**config.mk**
```make
export PLATFORM = sky130hd
export DESIGN_NAME = player_controller
export DESIGN_NICKNAME = d
export VERILOG_FILES = /design/src/rtl/player_pkg.sv /design/src/rtl/player_controller_counter.sv /design/src/rtl/player_controller.sv
export SDC_FILE = /design/constraint.sdc
export NUM_CORES = 1
export LEC_CHECK = 0
export ABC_AREA = 1
export ABC_CLOCK_PERIOD_IN_PS = 3020
export CAP_MARGIN = 20
export CORE_UTILIZATION = 41
export DETAILED_ROUTE_END_ITERATION = 8
export PLACE_DENSITY = 0.66
export SYNTH_ARGS = -nofsm -noshare
export SYNTH_HDL_FRONTEND = slang
export SYNTH_SLANG_ARGS = --single-unit
export TNS_END_PERCENT = 50
```
**constraint.sdc**
```tcl
create_clock -name clk -period 3.02 [get_ports clk]
set_clock_uncertainty 0.2 [all_clocks]
set_input_delay 0.453 -clock clk [delete_from_list [all_inputs] [get_ports clk]]
set_output_delay 0.453 -clock clk [all_outputs]
set_load 0.01 [all_outputs]
```
**src/rtl/player_pkg.sv**
```systemverilog
// Shared types, entity codes and field layout for the player controller.
package player_pkg;

    localparam logic [3:0] ENT_PLAYER = 4'b0010;
    localparam logic [3:0] ENT_SWORD  = 4'b0001;
    localparam logic [3:0] ENT_HIDDEN = 4'b1111;

    typedef enum logic [1:0] {
        ORIENT_UP    = 2'b00,
        ORIENT_RIGHT = 2'b01,
        ORIENT_DOWN  = 2'b10,
        ORIENT_LEFT  = 2'b11
    } orient_e;

    typedef enum logic [1:0] {
        IDLE,
        ATTACK,
        DEAD
    } state_e;

    localparam int ENT_W      = 14;
    localparam int ID_LSB     = 10;
    localparam int ORIENT_LSB = 8;
    localparam int X_LSB      = 4;
    localparam int Y_LSB      = 0;

    function automatic logic [ENT_W-1:0] pack_entity(input logic [3:0] id, input logic [1:0] o,
                                                     input logic [3:0] x, input logic [3:0] y);
        logic [ENT_W-1:0] e;
        e = '0;
        e[ID_LSB +: 4]     = id;
        e[ORIENT_LSB +: 2] = o;
        e[X_LSB +: 4]      = x;
        e[Y_LSB +: 4]      = y;
        return e;
    endfunction

    // Neighbouring tile in direction o, as {x[4:0], y[4:0]}; the extra bit exposes wrap below 0.
    function automatic logic [9:0] step_tile(input logic [3:0] x, input logic [3:0] y,
                                             input logic [1:0] o);
        logic [4:0] tx;
        logic [4:0] ty;
        tx = {1'b0, x};
        ty = {1'b0, y};
        case (o)
            ORIENT_UP:    ty = ty - 5'd1;
            ORIENT_RIGHT: tx = tx + 5'd1;
            ORIENT_DOWN:  ty = ty + 5'd1;
            default:      tx = tx - 5'd1;
        endcase
        return {tx, ty};
    endfunction

endpackage

```
**src/rtl/player_controller_counter.sv**
```systemverilog
// Loadable down counter that saturates at zero and reports a zero flag.
module tick_down_counter #(
    parameter int W = 4
) (
    input  logic         clk,
    input  logic         rst,
    input  logic         load,
    input  logic [W-1:0] load_value,
    input  logic         enable,
    output logic         zero
);

    logic [W-1:0] count;

    always_ff @(posedge clk or posedge rst) begin
        if (rst)
            count <= '0;
        else if (load)
            count <= load_value;
        else if (enable && count != '0)
            count <= count - W'(1);
    end

    assign zero = (count == '0);

endmodule

```
**src/rtl/player_controller.sv**
```systemverilog
// Player movement, sword attack, damage and death, all paced by frame_tick.
module player_controller
    import player_pkg::*;
#(
    parameter int X_MIN         = 1,
    parameter int X_MAX         = 14,
    parameter int Y_MIN         = 2,
    parameter int Y_MAX         = 10,
    parameter int START_X       = 7,
    parameter int START_Y       = 5,
    parameter int MAX_HEALTH    = 3,
    parameter int HEALTH_W      = 2,
    parameter int MOVE_COOLDOWN = 2,
    parameter int ATTACK_FRAMES = 4,
    parameter int INVULN_FRAMES = 8,
    parameter int CNT_W         = 4
) (
    input  logic                clk,
    input  logic                reset,
    input  logic                frame_tick,
    input  logic                A,
    input  logic                B,
    input  logic                up,
    input  logic                down,
    input  logic                left,
    input  logic                right,
    input  logic                hit,
    output logic [13:0]         player,
    output logic [13:0]         sword,
    output logic [HEALTH_W-1:0] player_health,
    output logic                invulnerable,
    output logic                game_over
);

    localparam logic [13:0] SWORD_HIDDEN = {ENT_HIDDEN, ORIENT_RIGHT, 4'd0, 4'd0};

    state_e              state_q, state_d;
    logic [1:0]          orient_q, orient_d;
    logic [3:0]          x_q, x_d, y_q, y_d;
    logic [13:0]         sword_q, sword_d;
    logic [HEALTH_W-1:0] health_q, health_d;
    logic                atk_prev_q, atk_prev_d;

    logic move_load, move_en, move_zero;
    logic atk_load, atk_en, atk_zero;
    logic inv_load, inv_en, inv_zero;
    logic atk_edge, dir_valid;
    logic [1:0] dir_code;
    logic [9:0] front, target;

    function automatic logic in_bounds(input logic [9:0] t);
        return (t[9:5] >= 5'(X_MIN)) && (t[9:5] <= 5'(X_MAX)) &&
               (t[4:0] >= 5'(Y_MIN)) && (t[4:0] <= 5'(Y_MAX));
    endfunction

    tick_down_counter #(.W(CNT_W)) u_move_cnt (
        .clk(clk), .rst(reset), .load(move_load), .load_value(CNT_W'(MOVE_COOLDOWN)),
        .enable(move_en), .zero(move_zero)
    );

    tick_down_counter #(.W(CNT_W)) u_atk_cnt (
        .clk(clk), .rst(reset), .load(atk_load), .load_value(CNT_W'(ATTACK_FRAMES - 1)),
        .enable(atk_en), .zero(atk_zero)
    );

    tick_down_counter #(.W(CNT_W)) u_inv_cnt (
        .clk(clk), .rst(reset), .load(inv_load), .load_value(CNT_W'(INVULN_FRAMES)),
        .enable(inv_en), .zero(inv_zero)
    );

    always_ff @(posedge clk or posedge reset) begin
        if (reset) begin
            state_q    <= IDLE;
            orient_q   <= ORIENT_RIGHT;
            x_q        <= 4'(START_X);
            y_q        <= 4'(START_Y);
            sword_q    <= SWORD_HIDDEN;
            health_q   <= HEALTH_W'(MAX_HEALTH);
            atk_prev_q <= 1'b0;
        end else begin
            state_q    <= state_d;
            orient_q   <= orient_d;
            x_q        <= x_d;
            y_q        <= y_d;
            sword_q    <= sword_d;
            health_q   <= health_d;
            atk_prev_q <= atk_prev_d;
        end
    end

    always_comb begin
        state_d    = state_q;
        orient_d   = orient_q;
        x_d        = x_q;
        y_d        = y_q;
        sword_d    = sword_q;
        health_d   = health_q;
        atk_prev_d = atk_prev_q;
        move_load  = 1'b0;
        move_en    = 1'b0;
        atk_load   = 1'b0;
        atk_en     = 1'b0;
        inv_load   = 1'b0;
        inv_en     = 1'b0;

        dir_valid = $onehot({up, down, left, right});
        if (up)        dir_code = ORIENT_UP;
        else if (right) dir_code = ORIENT_RIGHT;
        else if (down)  dir_code = ORIENT_DOWN;
        else            dir_code = ORIENT_LEFT;

        atk_edge = (A | B) & ~atk_prev_q;
        front    = step_tile(x_q, y_q, orient_q);
        target   = step_tile(x_q, y_q, dir_code);

        if (frame_tick) begin
            atk_prev_d = A | B;
            case (state_q)
                IDLE: begin
                    if (atk_edge && in_bounds(front)) begin
                        state_d  = ATTACK;
                        sword_d  = pack_entity(ENT_SWORD, orient_q, front[8:5], front[3:0]);
                        atk_load = 1'b1;
                        move_en  = 1'b1;
                    end else begin
                        if (dir_valid) begin
                            orient_d = dir_code;
                            if (move_zero && in_bounds(target)) begin
                                x_d       = target[8:5];
                                y_d       = target[3:0];
                                move_load = 1'b1;
                            end
                        end
                        move_en = !move_load;
                    end
                end
                ATTACK: begin
                    atk_en  = 1'b1;
                    move_en = 1'b1;
                    if (atk_zero) begin
                        state_d = IDLE;
                        sword_d = SWORD_HIDDEN;
                    end
                end
                default: ;
            endcase

            // Damage is resolved last so a fatal hit overrides the same-tick move or attack.
            if (state_q != DEAD) begin
                inv_en = 1'b1;
                if (hit && inv_zero && health_q != '0) begin
                    health_d = health_q - HEALTH_W'(1);
                    inv_load = 1'b1;
                    if (health_q == HEALTH_W'(1)) begin
                        state_d  = DEAD;
                        sword_d  = SWORD_HIDDEN;
                        orient_d = orient_q;
                        x_d      = x_q;
                        y_d      = y_q;
                    end
                end
            end
        end
    end

    assign player        = pack_entity(ENT_PLAYER, orient_q, x_q, y_q);
    assign sword         = sword_q;
    assign player_health = health_q;
    assign invulnerable  = !inv_zero && (state_q != DEAD);
    assign game_over     = (state_q == DEAD);

endmodule

```
==> impl_summary.txt <==
----------------------------------------------------
[Outcome]
  Result of the run ... finished clean

[Power]
  Pwr Density ... 333 nW/um^2
  Peak supply drop ... between 0.15 and 0.2 mV
  Design Power ... between 1 and 1.5 mW
  Leakage component of the power ... 1.88 nW

[Route]
  Via density per instance ... 5.02
  Remaining antenna violation count after routing ... 0
  Final routed DRC violation total ... 0
  DR vias ... around 3,100
  Average wire length per cell after detail routing ... around 12 microns
  Final wirelength ... 7260 microns
  Number of DRC violations after detailed-routing iteration 0 ... 172
  Iteration count of the initial detailed-routing pass ... 5

[Critical path]
  Minimum setup slack among reg-to-reg paths ... 320 ps
  Endpoint of the worst register-to-register path ... u_atk_cnt.count[3]$_DFFE_PP0P_
  Cell with the biggest individual delay on the critical path ... sky130_fd_sc_hd__fa_1
  Beginning of the worst register-to-register path ... x_q[1]$_DFFE_PP1P_
  Endpoint kind of the worst setup timing path ... register
  Depth of the worst register-to-register path ... 14
  Required time of the critical path ... 3050 ps
  Maximum cell stage delay along the critical path ... 540 ps
  Maximum fanout encountered on the critical timing path ... 9
  WS Path Type ... in2reg
  Startpoint types ... input port
  CP Cell Sequence ... clkdlybuf4s50_1 -> inv_1 -> fa_1 -> inv_1 -> ha_1 -> ha_1 -> nor3b_2 -> nand4_1 -> nor2_8 -> buf_6 -> nand3_1 -> nand2_1
  Worst EP arrival ... 2910 ps

[Clocking]
  Number of buffers added by the clock tree synthesis step ... 5
  H-tree Lvls ... 2
  Clock tree from TritonCTS ... built
  Root cell of the clock tree ... sky130_fd_sc_hd__clkbuf_8
  Clock-pin slew on the worst setup and hold paths ... 80 ps
  Insertion delay of the later-clocked pin in the worst-skew pair ... 290 ps
  Deepest clock path buffer count ... 2
  CTS sink cnt ... 41

[Place]
  Placement Cell Area ... 3670 sq um
  Pre-CTS worst setup slack ... -303 ps
  Weighted congestion reported at the end of routability-driven placement ... 0.893
  HPWL after detailed placement ... 5540 microns
  Count of input and output buffers ... 37

[Floorplan]
  Area of the core ... 7330 sq um
  Initial core utilization ... 42.7%
  Die Wd ... between 80 and 90 microns
  I/O pin count ... 42
  Die Outline Area ... 7990 sq um
  Chip height ... 89.4 microns
  Site row count ... 31

[Layout]
  Layout area overhead ... 21.1%
  Share of layout cells above drive strength 1 ... 12.3%
  Final Net Count ... 536
  # diodes ... 0
  Finished Cell Area ... roughly 3800 sq um

[GRT]
  Pin count of the biggest net entering global routing ... 42
  Total track usage ... 20.1%
  Initial antenna violation count ... 0
  Global-route wire length before repair ... 12,700 microns
  Number of global-route vias before repair ... a little under 3,000
  Total grt overflow ... 0

[STA]
  Count of pins over their slew limit ... 0
  Final Worst Setup Slack ... 147 ps
  Final Cycle Share ... 95.1%
  Max-slew headroom at the worst pin ... 64.1%
  Fin Hold WS ... 293 ps
  Unrepaired setup endpoints after global routing ... no
  Fin. Hold Viols ... 0
  Count of endpoints failing setup in the final report ... 0
  Peak Freq ... 0.348 GHz
  Transition time at the pin with the least slew margin ... approximately 540 ps
  Post-layout min period ... 2870 ps

[Min path]
  HP Start ... u_inv_cnt.count[3]$_DFFE_PP0P_
  End of the worst hold path ... u_inv_cnt.count[3]$_DFFE_PP0P_
  Class of the tightest hold or removal check ... reg2reg
  WHS Path Cells ... 1

[Synth]
  Combined area of all synthesized cells ... 3130 sq um
  Count of state elements after synthesis ... 41
  Post-synthesis average cell area ... approximately 6.8 sq um
  Register area share after synthesis ... between 30 and 40%
  Synthesized instance count ... about 460
  Count of warnings emitted by yosys ... 0
  Number of distinct library cell variants in the gate-level netlist after synthesis ... 43

[Flow run]
  Max-cap check violation count ... 0

----------------------------------------------------
-- cells by family after synthesis --
kind of cell / Yosys count / synth area share (%)
AND/OR/NAND/NOR: 273 / 39.5
buffers and inverters: 85 / 11.5
flip-flops: 41 / 33.3
AO/OA/AOI/OAI: 38 / 6.68
adder cells (fa/ha/maj): 13 / 5.44
XOR/XNOR: 11 / 3.32
other: 2 / 0.240
-- power by group --
part	switching (mW)	total, mW	leakage (nW)	internal (mW)
Clock	0.192	0.399	0.0542	0.207
Combinational	0.121	0.240	1.33	0.120
Sequential	0.0323	0.622	0.494	0.590
Total	0.346	1.26	1.88	0.916
-- placed cells by master (no fill, tap or decap), drive strengths merged --
cell type | Yosys | layout
a211oi | 1 | 1
a21boi | 1 | 1
a21oi | 9 | 9
and2 | 1 | 1
buf | 11 | 18
clkbuf | 3 | 7
clkdlybuf4s50 | 0 | 37
clkinv | 1 | 2
conb | 2 | 4
dfrtp | 28 | 28
dfstp | 13 | 13
fa | 1 | 1
ha | 12 | 12
inv | 70 | 70
nand2 | 142 | 142
nand3 | 50 | 50
nand3b | 3 | 3
nand4 | 16 | 16
nor2 | 50 | 50
nor3 | 8 | 8
nor3b | 1 | 1
nor4 | 1 | 1
o211ai | 2 | 2
o21ai | 24 | 24
o22ai | 1 | 1
or3 | 1 | 1
xnor2 | 2 | 2
xor2 | 9 | 9
-- how the worst max path moves through the flow --
| stage | from | slack, ps | end |
|---|---|---|---|
| floorplan | up | 220 | x_q[3]$_DFFE_PP0P_ |
| CTS | up | 3 | y_q[3]$_DFFE_PP0P_ |
| global placement | up | -240 | y_q[3]$_DFFE_PP0P_ |
| detailed placement | up | -300 | y_q[3]$_DFFE_PP0P_ |
| finish | up | 150 | y_q[1]$_DFFE_PP0P_ |
| global route | up | 20 | y_q[0]$_DFFE_PP1P_ |
-- metrics by stage --
step           util [%]  instances  setup TNS, ps
2_1_floorplan         -        465              0
3_3_place_gp       50.1        605          -2160
3_5_place_dp       50.1        605          -2760
4_1_cts            51.5        613              0
5_1_grt            51.7        613              0
6_report           51.7        613              0
-- routing by layer --
layer | global-route usage [%] | vias up | wire, microns
li1 | - | 1556 | -
met1 | 24.9 | 1438 | 3310
met2 | 36.0 | 71 | 3570
met3 | 3.05 | 11 | 296
met4 | 5.77 | 0 | 86
met5 | 0 | - | 0
-- area by class of cell --
type / count / area, sq um
inverters: 71 / 269
clock inverters: 1 / 5.00
repair buffers: 55 / 509
flip-flops and latches: 41 / 1040
fillers: 733 / 3540
well taps: 99 / 124
multi-input cells: 339 / 1740
clock buffers: 7 / 96.3
-- state kept, by name (all words and copies together), names as in the netlist --
signal / cells
atk_prev_q: 1
state_q: 2
u_atk_cnt.count: 4
player_health: 2
y_q: 4
u_inv_cnt.count: 4
orient_q: 2
x_q: 4
u_move_cnt.count: 4
sword: 14
-- worst max-delay path, delay by kind of cell --
kind,cells,cell delay [ps]
and+or+nand+nor,5,730
buffers and inverters,4,730
adders and majority gates,3,990
-- Yosys cell counts --
cell | number | share of area [%]
sky130_fd_sc_hd__nand2_1 | 140 | 17
sky130_fd_sc_hd__inv_1 | 62 | 7.4
sky130_fd_sc_hd__nand3_1 | 47 | 7.5
sky130_fd_sc_hd__nor2_1 | 43 | 5.2
sky130_fd_sc_hd__dfrtp_1 | 28 | 22
sky130_fd_sc_hd__o21ai_0 | 19 | 3.0
sky130_fd_sc_hd__nand4_1 | 16 | 3.2
sky130_fd_sc_hd__dfstp_2 | 13 | 11
sky130_fd_sc_hd__ha_1 | 12 | 4.8
sky130_fd_sc_hd__a21oi_1 | 8 | 1.3
sky130_fd_sc_hd__nor3_1 | 8 | 1.3
sky130_fd_sc_hd__xor2_1 | 8 | 2.2
sky130_fd_sc_hd__inv_2 | 7 | 0.84
sky130_fd_sc_hd__buf_4 | 5 | 1.2
sky130_fd_sc_hd__nor2_2 | 4 | 0.80
sky130_fd_sc_hd__o21ai_1 | 4 | 0.64
sky130_fd_sc_hd__buf_2 | 3 | 0.48
sky130_fd_sc_hd__nand3b_1 | 3 | 0.72
sky130_fd_sc_hd__buf_6 | 2 | 0.72
sky130_fd_sc_hd__clkbuf_1 | 2 | 0.24
sky130_fd_sc_hd__conb_1 | 2 | 0.24
sky130_fd_sc_hd__nand2_2 | 2 | 0.40
sky130_fd_sc_hd__nand3_4 | 2 | 1.1
sky130_fd_sc_hd__nor2_4 | 2 | 0.72
sky130_fd_sc_hd__o211ai_1 | 2 | 0.48
sky130_fd_sc_hd__xnor2_1 | 2 | 0.56
sky130_fd_sc_hd__a211oi_1 | 1 | 0.24
sky130_fd_sc_hd__a21boi_0 | 1 | 0.24
sky130_fd_sc_hd__a21oi_2 | 1 | 0.28
sky130_fd_sc_hd__and2_1 | 1 | 0.20
sky130_fd_sc_hd__buf_1 | 1 | 0.12
sky130_fd_sc_hd__clkbuf_2 | 1 | 0.16
sky130_fd_sc_hd__clkinv_1 | 1 | 0.12
sky130_fd_sc_hd__fa_1 | 1 | 0.64
sky130_fd_sc_hd__inv_4 | 1 | 0.20
sky130_fd_sc_hd__nand3_2 | 1 | 0.32
sky130_fd_sc_hd__nor2_8 | 1 | 0.64
sky130_fd_sc_hd__nor3b_1 | 1 | 0.24
sky130_fd_sc_hd__nor4_1 | 1 | 0.20
sky130_fd_sc_hd__o21ai_2 | 1 | 0.28
sky130_fd_sc_hd__o22ai_1 | 1 | 0.20
sky130_fd_sc_hd__or3_1 | 1 | 0.20
sky130_fd_sc_hd__xor2_2 | 1 | 0.52
-- repair_timing --
| action | CTS | global route |
|---|---|---|
| setup endpoints to repair | 0 | 10 |
| buffers inserted | 0 | 0 |
| gates resized for setup | 0 | 3 |
| hold buffers | 0 | 0 |
| endpoints found under the hold margin | 0 | 0 |
(Power assumes the default switching activity.)
